<file path="config.mk">
export PLATFORM = sky130hd
export DESIGN_NAME = mem_port_arbiter
export DESIGN_NICKNAME = d
export VERILOG_FILES = /design/src/rtl/mem_arb_pkg.sv /design/src/rtl/mem_arb_pick.sv /design/src/rtl/mem_port_arbiter.sv
export SDC_FILE = /design/constraint.sdc
export NUM_CORES = 1
export LEC_CHECK = 0
export BUFFER_PORTS_ARGS = -buffer_cell sky130_fd_sc_hd__buf_2
export CORE_ASPECT_RATIO = 0.6
export CORE_UTILIZATION = 40
export DETAILED_ROUTE_END_ITERATION = 10
export GPL_ROUTABILITY_DRIVEN = 0
export GPL_TIMING_DRIVEN = 0
export PLACE_DENSITY = 0.76
export SYNTH_ARGS = -nofsm -noshare
export SYNTH_HDL_FRONTEND = slang
export SYNTH_SLANG_ARGS = --single-unit
</file>
<file path="constraint.sdc">
create_clock -name clk -period 1.6 [get_ports clk]
set_clock_uncertainty 0.2 [all_clocks]
set_input_delay 0 -clock clk [delete_from_list [all_inputs] [get_ports clk]]
set_output_delay 0 -clock clk [all_outputs]
set_load 0.02 [all_outputs]
</file>
<file path="src/rtl/mem_arb_pkg.sv">
// mem_arb_pkg: shared encodings for mem_port_arbiter (FSM states, grant ids, wait-counter width)
package mem_arb_pkg;
  typedef enum logic [2:0] {IDLE, ISSUE, WAIT, CAPTURE, ACK} state_e;
  typedef enum logic {GNT_IF, GNT_D} gnt_e;
  localparam int CNT_W = 3;
endpackage

</file>
<file path="src/rtl/mem_arb_pick.sv">
// mem_arb_pick: combinational grant select; ports if_req, d_req, last_gnt (only with ARB_ROUND_ROBIN_EN: alternate on contention) -> gnt; default data-over-fetch priority
module mem_arb_pick
  import mem_arb_pkg::*;
(
  input  logic if_req,
  input  logic d_req,
`ifdef ARB_ROUND_ROBIN_EN
  input  gnt_e last_gnt,
`endif
  output gnt_e gnt
);
`ifdef ARB_ROUND_ROBIN_EN
  assign gnt = (if_req && (!d_req || last_gnt == GNT_D)) ? GNT_IF : GNT_D;
`else
  assign gnt = (d_req || !if_req) ? GNT_D : GNT_IF;
`endif
endmodule

</file>
<file path="src/rtl/mem_port_arbiter.sv">
// mem_port_arbiter: serialises fetch (if_req/if_addr -> if_rdata/if_ack) and data (d_req/d_we/d_addr/d_wdata -> d_rdata/d_ack) word accesses onto one memory port (mem_addr/mem_wdata/mem_rd/mem_wr, mem_rdata after RD_LATENCY); all outputs registered; ARB_ROUND_ROBIN_EN selects round-robin contention
module mem_port_arbiter
  import mem_arb_pkg::*;
#(
  parameter int ADDR_WIDTH = 32,
  parameter int RD_LATENCY = 1
) (
  input  logic                  clk,
  input  logic                  reset,
  input  logic                  if_req,
  input  logic [ADDR_WIDTH-1:0] if_addr,
  output logic [31:0]           if_rdata,
  output logic                  if_ack,
  input  logic                  d_req,
  input  logic                  d_we,
  input  logic [ADDR_WIDTH-1:0] d_addr,
  input  logic [31:0]           d_wdata,
  output logic [31:0]           d_rdata,
  output logic                  d_ack,
  output logic [ADDR_WIDTH-1:0] mem_addr,
  output logic [31:0]           mem_wdata,
  output logic                  mem_rd,
  output logic                  mem_wr,
  input  logic [31:0]           mem_rdata
);
  state_e state_q, state_d;
  logic [CNT_W-1:0] cnt_q, cnt_d;
  gnt_e gnt_q, gnt_d, pick_gnt;
  logic we_q, we_d;
  logic [ADDR_WIDTH-1:0] addr_q, addr_d;
  logic [31:0] wdata_q, wdata_d, rdata_q, rdata_d;
  logic rd_q, rd_d, wr_q, wr_d, if_ack_q, if_ack_d, d_ack_q, d_ack_d;
`ifdef ARB_ROUND_ROBIN_EN
  gnt_e last_q, last_d;
`endif
  mem_arb_pick u_pick (
    .if_req(if_req),
    .d_req(d_req),
`ifdef ARB_ROUND_ROBIN_EN
    .last_gnt(last_q),
`endif
    .gnt(pick_gnt)
  );
  always_comb begin
    state_d = state_q;
    cnt_d = cnt_q;
    gnt_d = gnt_q;
    we_d = we_q;
    addr_d = addr_q;
    wdata_d = wdata_q;
    rdata_d = rdata_q;
    rd_d = 1'b0;
    wr_d = 1'b0;
    if_ack_d = 1'b0;
    d_ack_d = 1'b0;
`ifdef ARB_ROUND_ROBIN_EN
    last_d = last_q;
`endif
    case (state_q)
      IDLE: if (if_req || d_req) begin
        gnt_d = pick_gnt;
        we_d = pick_gnt == GNT_D && d_we;
        addr_d = pick_gnt == GNT_D ? d_addr : if_addr;
        wdata_d = pick_gnt == GNT_D ? d_wdata : wdata_q;
        rd_d = !we_d;
        wr_d = we_d;
        state_d = ISSUE;
      end
      ISSUE: if (we_q) begin
        state_d = ACK;
        if_ack_d = gnt_q == GNT_IF;
        d_ack_d = gnt_q == GNT_D;
      end else if (RD_LATENCY == 1) begin
        state_d = CAPTURE;
      end else begin
        state_d = WAIT;
        cnt_d = CNT_W'(RD_LATENCY - 1);
      end
      WAIT: begin
        cnt_d = cnt_q - CNT_W'(1);
        state_d = cnt_q == CNT_W'(1) ? CAPTURE : WAIT;
      end
      CAPTURE: begin
        rdata_d = mem_rdata;
        state_d = ACK;
        if_ack_d = gnt_q == GNT_IF;
        d_ack_d = gnt_q == GNT_D;
      end
      ACK: begin
        state_d = IDLE;
`ifdef ARB_ROUND_ROBIN_EN
        last_d = gnt_q;
`endif
      end
      default: state_d = IDLE;
    endcase
  end
  always_ff @(posedge clk) begin
    if (reset) begin
      state_q <= IDLE;
      cnt_q <= '0;
      gnt_q <= GNT_D;
      we_q <= 1'b0;
      addr_q <= '0;
      wdata_q <= '0;
      rdata_q <= '0;
      rd_q <= 1'b0;
      wr_q <= 1'b0;
      if_ack_q <= 1'b0;
      d_ack_q <= 1'b0;
`ifdef ARB_ROUND_ROBIN_EN
      last_q <= GNT_D;
`endif
    end else begin
      state_q <= state_d;
      cnt_q <= cnt_d;
      gnt_q <= gnt_d;
      we_q <= we_d;
      addr_q <= addr_d;
      wdata_q <= wdata_d;
      rdata_q <= rdata_d;
      rd_q <= rd_d;
      wr_q <= wr_d;
      if_ack_q <= if_ack_d;
      d_ack_q <= d_ack_d;
`ifdef ARB_ROUND_ROBIN_EN
      last_q <= last_d;
`endif
    end
  end
  assign if_rdata = rdata_q;
  assign d_rdata = rdata_q;
  assign if_ack = if_ack_q;
  assign d_ack = d_ack_q;
  assign mem_addr = addr_q;
  assign mem_wdata = wdata_q;
  assign mem_rd = rd_q;
  assign mem_wr = wr_q;
endmodule

</file>
# After elaboration in Yosys (flattened, before gate mapping)
# Index checks and enable logic that the tools add are counted.
dict set report totals {
  mem_bits_ro 0
  memories 0
  out_inout_bits 132
  elab_cells 39
  ram_bits 0
  latch_bits 0
  regBits 108
}
dict set report classes {
  magnitude_cmp 0
  addsub 1
  bitwise_logic 3
  reduce_logical 9
  muxes 10
  n_eq_ne 5
  shift 0
  div_mod_pow 0
  n_mul 0
}
# op n
set ops {}
lappend ops {{32-bit two-way mux} 1}
lappend ops {{3-bit one-hot mux with 4 select lines} 1}
lappend ops {{3-bit by 1-bit == test with 1-bit output (second input constant)} 2}
lappend ops {{3-bit by 2-bit == test with 1-bit output (second input constant)} 2}
lappend ops {{3-bit two-way mux} 2}
lappend ops {{1-bit two-way mux} 4}
lappend ops {{1-bit one-hot mux with 2 select lines} 2}
lappend ops {{3-bit zero test} 1}
lappend ops {{1-bit inverter} 3}
lappend ops {{3-bit AND reduction} 1}
lappend ops {{3-bit OR reduction} 1}
lappend ops {{3-bit by 1-bit subtractor with 3-bit output (second input constant)} 1}
lappend ops {{1-bit zero test} 2}
lappend ops {{1-bit logical OR} 2}
lappend ops {{2-bit inequality test (second input constant)} 1}
lappend ops {{2-bit AND reduction} 1}
lappend ops {{1-bit logical AND} 1}

# Depth between registers and ports, before layout
dict set report logic_depth {
  depth_word 5
  ltp_mapped 6
}

# Cells and area by module
# A second synthesis with hierarchy kept.
dict set report hier_totals {
  hier_cells 509
  hier_area_um2 4722.0
}
# module area_per_inst_um2 cells_each n_inst seq_area_each_um2
set modules_own_cells {}
lappend modules_own_cells {mem_port_arbiter 4715.8 508 1 2162.1}
lappend modules_own_cells {mem_arb_pick 6.3 1 1 0.0}

# Least setup slack after synthesis
# No wires, ideal clock.
dict set report synth_timing {
  kind {flip-flop to flip-flop}
  startpoint {register state_q[0]}
  endpoint {register wdata_q[10], in the netlist mem_wdata[10]}
  n_path_buf 3
  path_stages_with_launch 7
  arrival_time_ps 1313
  setup_slack_ps -45
  required_ps 1268
  cell_sequence {dfxtp_1 -> buf_6 -> or4b_4 -> buf_6 -> buf_8 -> nand2_1 -> a21oi_1}
}
dict set report synth_via {
  elab_chain_len 2
}
# item line
set synth_lines {}
lappend synth_lines {{from (decl)} mem_port_arbiter.sv:26} ;# state_e state_q, state_d;
lappend synth_lines {{from (signal assigned)} mem_port_arbiter.sv:115} ;# state_q <= state_d;
lappend synth_lines {{3-bit zero test} mem_port_arbiter.sv:59} ;# case (state_q)
lappend synth_lines {{3-bit AND reduction (no line)} -}
lappend synth_lines {{to (signal assigned)} mem_port_arbiter.sv:120} ;# wdata_q <= wdata_d;
lappend synth_lines {{to (decl)} mem_port_arbiter.sv:31} ;# logic [31:0] wdata_q, wdata_d, rdata_q, rdata_d;
# Every way passes these cells.
# A chain may end at the register's enable or synchronous reset.

# Worst setup path in the final report
dict set report layout_timing {
  startpoint {register state_q[0]}
  endpoint {register wdata_q[14], in the netlist mem_wdata[14]}
}
# Same word-level chain as after synthesis.

==> summary.md <==
| Metric | Value |
|---|---|
| Fillcell total | 737 |
| Tot GR Track Use | 0.266 |
| Top cells by count, synth | 132 x nand2_1, 108 x dfxtp_1, 96 x a21oi_1 |
| Dominant cell type by area after synthesis | dfxtp_1 |
| Switch share | 0.350 |
| CTS tree | built |
| LEAKAGE | 3.80 nW |
| Psw | 3.22 mW |
| Initial antenna violation count | 0 |
| Crit Path Class | reg -> reg |
| Syn Area/Cell | 8.93 µm² |
| DRT met1 WL | 7.02 mm |
| Worst vdd ir | 0.685 mV |
| Antenna-violating nets left | 0 |
| WL met3 | 1.35 mm |
| Hold Crit Class | in -> reg |
| Clock latency at the later pin of the worst-skew pair | 0.34 ns |
| Cell Area, Synth | 0.00458 mm² |
| Share of cells above drive strength 1 | 0.438 |
| Vias after detailed routing | 5,288 |
| Sink count of the clock tree | 108 |
| Vias per cell | 4.93 |
| PnR worst setup slack | -0.147 ns |
| Core area | 0.0108 mm² |
| Reg power frac | 0.363 |
| FF/Latch Area | 0.00217 mm² |
| Power Dens Cells | 1140 mW/mm² |
| Final Net Count | 1,064 |
| Worst-margin pin slew | 0.872 ns |
| Multi-input gate area | 0.00205 mm² |
| Die width | 140 µm |
| Top_reg_cell synth | dfxtp_1 |
| # rows | 29 |
| Syn Nets | 648 |
| Drt first pass iters | 5 |
| Period utilisation layout | 1.09 |
| Crit path buffers/inverters | 2 |
| Synth warnings | 0 |
| Cell chain of the critical path | buf_6 -> or4b_4 -> buf_8 -> nand2_1 -> a21oi_1 |
| Die Area | 0.0119 mm² |
| Clock tree buffer depth | 2 |
| Vias in the first global route | 5,111 |
| Clock Power Share | 0.247 |
| Seq/Total Area, Yosys | 0.472 |
| # diodes | 0 |
| Cell with the most instances after synthesis | nand2_1 |
| Syn Inst Count | 513 |
| Post-synthesis async set-or-reset flop share | 0 |
| Largest delay share family, worst path | simple AND/OR/NAND/NOR gates |
| Depth of the CTS H-tree | 3 |
| Utilization after layout | 0.746 |
| Fin crit period | 1.75 ns |
| Failing checks | setup timing |
| Worst Path Arrival | 1.75 ns |
| Yosys top cell area share | 0.472 |
| Critical path startpoint category | flop |
| Setup-failing EPs final | 33 |
| Clock transition at path regs | 0.07 ns |
| Gr ovfl total | 0 |
| Iter 0 DRT Violations | 208 |
| Slew margin rel. | 0.419 |
| Critical path's largest stage delay | 0.60 ns |
| Die Y | 84.9 µm |
| Nature of the critical path endpoint | flop |
| Synth Register Bits | 108 |
| DRC violations left | 0 |
| Combinational group share of total power | 0.390 |
| Met2 wire length | 8.26 mm |
| Port Buffers | 263 |
| Num CTS Buffers | 9 |
| Overall Power | 9.20 mW |
| Endpoints failing hold | 0 |
| Post-Route WL | 17.1 mm |
| Synthesis-to-layout area growth | 76.8% |
| Status | finished with violations |
| Count of cell types in the netlist | 32 |
| Number of max-cap violations | 0 |
| CTS Root Buffer Type | clkbuf_16 |
| Internal | 5.98 mW |
| Synth area leaders | dfxtp_1 47%, nand2_1 11%, a21oi_1 10%, mux2i_1 7.2%, a211oi_2 5.5% |
| Worst EP required | 1.60 ns |
| CP max-delay cell | or4b_4 |
| DPL Wire Length | 9.88 mm |
| Crit-path max FO | 10 |
| Pins Over Slew Limit | 0 |
| Largest net degree at the start of global routing | 20 |
| RSZ-0062 raised after global routing | yes |
| Avg WL per Cell | 15.9 µm |
| Global-route wire length before repair | 25.2 mm |
| Hold Slack | 0.0162 ns |
| Post-synth EDFFs | 0 |
| Top sig layer | met4 |
| Initial Utilization | 0.422 |
| I/O pins | 265 |
| Fmax | 572 MHz |
==> final cells by class <==
class / count / share of cell area
sequential: 108 / 0.267
clock buffer: 9 / 0.0278
timing repair buffer: 408 / 0.346
multi-input combinational: 327 / 0.253
inverter: 2 / 0.000927
tap: 139 / 0.0215
buffer: 73 / 0.0739
clock inverter: 7 / 0.00989
==> registers in the layout (all words and copies together) (netlist names) <==
signal / cells
d_rdata: 32
mem_rd: 1
d_ack: 1
mem_addr: 32
cnt_q: 3
gnt_q: 1
we_q: 1
mem_wdata: 32
if_ack: 1
mem_wr: 1
state_q: 3
==> through the flow <==
stage / setup slack, ns / cells / instance area (µm²) / TNS, ns
global placement: -0.193 / 915 / 6070 / -12.90
finish: -0.147 / 1073 / 8100 / -3.67
global route: -0.172 / 1073 / 8100 / -5.36
CTS: -0.104 / 1065 / 7740 / -4.68
detailed placement: -0.236 / 915 / 6070 / -14.74
floorplan: -0.0418 / 513 / 4580 / -1.25
==> worst register-to-register path: cells and delay by family (launching register included) <==
kind,cells,cell delay [ns]
AO/OA/AOI/OAI,1,0.07
buffers and inverters,2,0.31
flip-flops,1,0.34
AND/OR/NAND/NOR,2,0.68
==> per-layer routing <==
layer	GRT usage	up-vias
met3	0.0638	43
met5	0	-
met1	0.329	2434
met4	0.0999	0
met2	0.455	279
li1	-	2532
==> logic make-up (layout without fill, tap and decap cells) <==
kind of cell,Yosys count,count (layout),synth area share
adder cells (fa/ha/maj),2,2,0.00546
buffers and inverters,78,499,0.112
XOR/XNOR,2,2,0.00383
AND/OR/NAND/NOR,157,157,0.147
flip-flops,108,108,0.472
AO/OA/AOI/OAI,133,133,0.187
multiplexers,33,33,0.0721
==> placed cells by master (no fill, tap or decap), types with 7 or more instances in the layout <==
master and count:
dfxtp_1 105, nand2_1 121, buf_2 267, clkbuf_1 14, a21oi_2 10, clkbuf_16 12, buf_8 7, a211oi_1 9
buf_4 41, a21oi_1 86, buf_6 9, a211oi_2 25, mux2i_1 33, dlygate4sd3_1 132
==> what timing repair did <==
action                     in CTS  in global routing
gates resized for setup        12                 73
hold buffers                  132                  0
pin swaps                       1                 26
hold endpoints to repair      101                  0
buffers inserted                4                  6
setup endpoints to repair      93                 96
gates cloned                    0                  3
==> power by group through the flow <==
stage | clock network [mW] | registers (mW) | logic, mW
2_1_floorplan | 0 | 3.78 | 1.42
3_3_place_gp | 0 | 3.34 | 2.70
3_5_place_dp | 0 | 3.35 | 2.72
4_1_cts | 2.32 | 3.30 | 3.02
5_1_grt | 2.42 | 3.38 | 3.80
6_report | 2.27 | 3.34 | 3.59
==> final timing paths <==
kind                       from  slack (ns)  cells past startpoint       endpoint
setup / recovery     state_q[0]       -0.15                      5  mem_wdata[14]
hold / removal            d_req        0.02                      5   mem_wdata[0]
setup reg to reg     state_q[0]       -0.15                      5  mem_wdata[14]
hold reg to reg   mem_wdata[29]        0.26                      2  mem_wdata[29]
Power figures use the tool's default switching activity.
